[src/rtl/alu_exec_ctrl.sv]
// Execute-stage controller for the 8-bit ALU.
// Takes one instruction at a time and reads operands from a 4-entry register file.
// It drives the ALU inputs, captures the result and PSW, then writes them back.
// dbg_data gives a combinational view of any register.
module alu_exec_ctrl #(
  parameter int DATA_W = 8,
  parameter int PSW_W  = 4
) (
  input  logic              clk,
  input  logic              rst,
  input  logic              in_valid,
  output logic              in_ready,
  input  logic [15:0]       in_instr,
  output logic [DATA_W-1:0] alu_a,
  output logic [DATA_W-1:0] alu_b,
  output logic [2:0]        alu_sel,
  input  logic [DATA_W-1:0] alu_result,
  input  logic [PSW_W-1:0]  alu_psw,
  output logic              done,
  output logic [PSW_W-1:0]  flags,
  input  logic [1:0]        dbg_addr,
  output logic [DATA_W-1:0] dbg_data
);

  typedef enum logic [1:0] {StIdle, StRead, StExec, StWb} state_t;

  state_t              state;
  logic [15:0]         instr_q;
  logic [DATA_W-1:0]   res_q;
  logic [PSW_W-1:0]    psw_q;
  logic [DATA_W-1:0]   regs [4];

  // Instruction field decode from the latched instruction
  logic [2:0] op;
  logic [1:0] rd;
  logic [1:0] rs1;
  logic [1:0] rs2;
  logic       imm_en;
  logic [7:0] imm;

  assign op     = instr_q[15:13];
  assign rd     = instr_q[12:11];
  assign rs1    = instr_q[10:9];
  assign imm_en = instr_q[8];
  assign imm    = instr_q[7:0];
  assign rs2    = instr_q[1:0];

  // Debug read port; shows the pre-write value during WB
  assign dbg_data = regs[dbg_addr];

  // Sequencer: IDLE -> READ -> EXEC -> WB, all outputs registered.
  // alu_a/alu_b double as the operand latches, so they hold outside EXEC.
  always_ff @(posedge clk) begin
    if (rst) begin
      state    <= StIdle;
      in_ready <= 1'b1;
      done     <= 1'b0;
      flags    <= '0;
      alu_a    <= '0;
      alu_b    <= '0;
      alu_sel  <= '0;
      instr_q  <= '0;
      res_q    <= '0;
      psw_q    <= '0;
      for (int i = 0; i < 4; i++) begin
        regs[i] <= '0;
      end
    end else begin
      done <= 1'b0;
      case (state)
        StIdle: begin
          if (in_valid) begin
            instr_q  <= in_instr;
            in_ready <= 1'b0;
            state    <= StRead;
          end
        end
        StRead: begin
          alu_a   <= regs[rs1];
          alu_b   <= imm_en ? DATA_W'(imm) : regs[rs2];
          alu_sel <= op;
          state   <= StExec;
        end
        StExec: begin
          res_q <= alu_result;
          psw_q <= alu_psw;
          done  <= 1'b1;
          state <= StWb;
        end
        StWb: begin
          regs[rd] <= res_q;
          flags    <= psw_q;
          in_ready <= 1'b1;
          state    <= StIdle;
        end
        default: state <= StIdle;
      endcase
    end
  end

endmodule
[config.mk]
export PLATFORM = sky130hd
export DESIGN_NAME = alu_exec_ctrl
export DESIGN_NICKNAME = d
export VERILOG_FILES = /design/src/rtl/alu_exec_ctrl.sv
export SDC_FILE = /design/constraint.sdc
export NUM_CORES = 1
export LEC_CHECK = 0
export CORE_ASPECT_RATIO = 1.1
export CORE_MARGIN = 3
export CORE_UTILIZATION = 53
export CTS_CLUSTER_SIZE = 16
export DETAILED_ROUTE_END_ITERATION = 6
export PLACE_DENSITY = 0.88
export SKIP_LAST_GASP = 1
export SYNTH_ARGS = -nofsm -noshare
export SYNTH_HDL_FRONTEND = slang
export SYNTH_SLANG_ARGS = --single-unit
export TNS_END_PERCENT = 20
[constraint.sdc]
create_clock -name clk -period 2.2 [get_ports clk]
set_input_delay 0.33 -clock clk [delete_from_list [all_inputs] [get_ports clk]]
set_output_delay 0.33 -clock clk [all_outputs]
set_load 0.01 [all_outputs]
==> results_dict.tcl <==
set metrics [dict create \
    async_flop_share 0 \
    rsz0062_at_grt "true" \
    finalWorstSetupSlack_ns -0.1314 \
    htree_levels 3 \
    synthFlopType "dfxtp_1" \
    p_leak_nw 1.770 \
    synth.area.mux_share 0.2106 \
    min_from "instr_q[2]" \
    postRouteAntennaNets 0 \
    drv_cap 0 \
    final_common_cell "clkdlybuf4s50_1" \
    clk_path_buf_depth 2 \
    die-area_um2 8493 \
    core_um2 7127 \
    period_share 1.060 \
    ir_drop_v 0.0006802 \
    max_slew_margin 0.5955 \
    cpLargestDelayFamily "buffers and inverters" \
    synthesis.area_um2 3934 \
    grt_pass1_wl_mm 13.23 \
    dp_hpwl_mm 6.052 \
    grt_pass1_vias 2641 \
    synth_edf_count 32 \
    syn_nets 371 \
    synth_cell_types 27 \
    cts_root_buffer "clkbuf_8" \
    routed_via_density 5.503 \
    drive_gt1_frac 0.1525 \
    cts_setup_buffers 0 \
    worst_pin_slew_ns 0.6067 \
    syn_area_per_cell_um2 11.81 \
    antenna_found_initial 0 \
    diodes 0 \
    r2r-start "state[0]" \
    dr.pass1.iters 4 \
    die_y_um 96.36 \
    die_w_um 88.14 \
    fill_cells 534 \
    clk_pin_slew_worst_paths_ns 0.08 \
    path_class "input pin to primary output" \
    synth-xor-area-share 0 \
    start_util 0.5520 \
    worst-path-buf-inv 3 \
    synth_top_family_by_area "multiplexers" \
    yosys.area_share.simple 0.1419 \
    crit_chain "clkdlybuf4s50_1, buf_4, mux4_2, clkdlybuf4s50_1" \
    setup_violations 6 \
    final_max_slew_viol_count 0 \
    stdcell_area_um2 4817 \
    crit_start "dbg_addr[0]" \
    timing.critical_path.mode_cell "clkdlybuf4s50_1" \
    area_growth_pct 22.46 \
    wl_mm 8.221 \
    insertion_delay_ns 0.35 \
    drt_iter0_drc 149 \
    finClkSkew_ns 0.01030 \
    grt.total_usage 0.2056 \
    outcome "finished with violations" \
    worstSetupStartpointType "input pin" \
    final_cell_mix "clkdlybuf4s50_1, dfxtp_1, nor2_1" \
    violations "setup timing" \
    period_needed_ns 2.331 \
    yosysSeqAreaShare 0.5344 \
    hold_path_class "flip-flop to flip-flop" \
    cts_inserted_buffers 9 \
    cts_tree "yes" \
    worstSetupEndpointType "primary output" \
    port_buffers 65 \
    crit_path_max_incr_delay_ns 0.52 \
    worst-path-max-fanout 3 \
    vias 2669 \
    pin_count 66 \
    yosys_warnings 0 \
    yosys.area_share.adder 0.01590 \
    pwr_density_cell_nw_per_um2 911.8 \
    cts_hold_repair.buffers 0 \
    clock-sinks 89 \
    place_area_um2 4654 \
    critPathArrivalTime_ns 2.00 \
    nNetsFinal 434 \
    cp.required_ns 1.87 \
    grt_max_degree 61 \
    timing.hold.ws_ns 0.4628 \
    syn_inst 333 \
    drcViolationCount 0 \
    max_freq_ghz 0.4289 \
    ys_seq_elements 89 \
    drt-wirelength-per-cell_um 16.95 \
    synth_compound_area_frac 0.06330 \
    gr-total-overflow 0 \
    num_rows 32 \
    place_congestion 0.9060 \
    hold_viol 0 \
    crit_slowest_cell "mux4_2" \
]
==> stage by stage <==
step | cells | utilization | setup TNS [ns] | power, mW | worst slack, ns
after global routing | 485 | 0.6759 | -0.8344 | 4.631 | -0.1504
final | 485 | 0.6759 | -0.7171 | 4.392 | -0.1314
after CTS | 485 | 0.6756 | -0.8388 | 4.409 | -0.1271
after detailed placement | 470 | 0.6531 | -0.9674 | 3.464 | -0.1271
after floorplan | 333 | - | 0 | 2.999 | 0.4333
after global placement | 470 | 0.6531 | -0.8928 | 3.411 | -0.1217
==> power by group <==
group / internal, mW / switching, mW
registers: 1.94 / 0.195
clock network: 0.427 / 0.541
logic: 0.668 / 0.621
==> worst min-delay path: cells and delay by family, from the launching register on <==
kind,cells,cell delay [ns]
flip-flops,1,0.32
AND/OR/NAND/NOR,1,0.05
AO/OA/AOI/OAI,1,0.05
==> final timing paths <==
path | endpoint | slack, ns | cells after the start
max | dbg_data[2] | -0.13 | 4
min | instr_q[2] | 0.46 | 2
max reg2reg | regs[1][3] | 0.56 | 5
min reg2reg | instr_q[2] | 0.46 | 2
==> synthesized netlist by cell type, types with 3 or more instances <==
master / number / area, µm²
a211oi_1: 9 / 67.56
a21oi_1: 17 / 85.08
a222oi_1: 8 / 80.08
and2_1: 33 / 206.5
buf_1: 3 / 11.26
buf_2: 8 / 40.04
clkbuf_1: 10 / 37.54
dfxtp_1: 57 / 1141
edfxtp_1: 32 / 960.9
ha_1: 5 / 62.56
mux2_2: 14 / 157.7
mux2i_1: 28 / 280.3
mux4_2: 16 / 360.4
nand2_1: 33 / 123.9
nor2_1: 40 / 150.1
nor2b_1: 3 / 18.77
or2_2: 3 / 18.77
==> final cells by class <==
type	count	area [µm²]	area share
Sequential cell	89	2102	0.4364
Multi-Input combinational cell	218	1698	0.3525
Timing Repair Buffer	76	742.0	0.1540
Clock buffer	11	141.4	0.02935
Tap cell	85	106.4	0.02208
Clock inverter	4	20.02	0.004156
Inverter	2	7.507	0.001558
==> timing repair <==
action,CTS,global route
setup endpoints to repair,8,7
pin swaps,0,0
gates resized for setup,1,1
==> flip-flops by register name (all words and copies together), names as in the netlist, named ones only <==
name      flops
alu_a         8
psw_q         4
regs         32
alu_b         8
instr_q      16
alu_sel       3
in_ready      1
state         2
done          1
flags         4
res_q         8
==> kinds of logic after synthesis <==
| family | after synthesis |
|---|---|
| compound gates | 36 |
| flops | 89 |
| simple gates | 117 |
| buf+inv | 26 |
| mux | 60 |
| fa+ha+maj | 5 |
==> layer usage <==
layer,vias to the layer above,global-route usage,part of all wire
met4,0,0.06297,0.014
met3,9,0.04024,0.037
li1,1303,-,-
met2,73,0.3643,0.52
met1,1284,0.2528,0.43
met5,-,0,0
(Power assumes the default switching activity.)
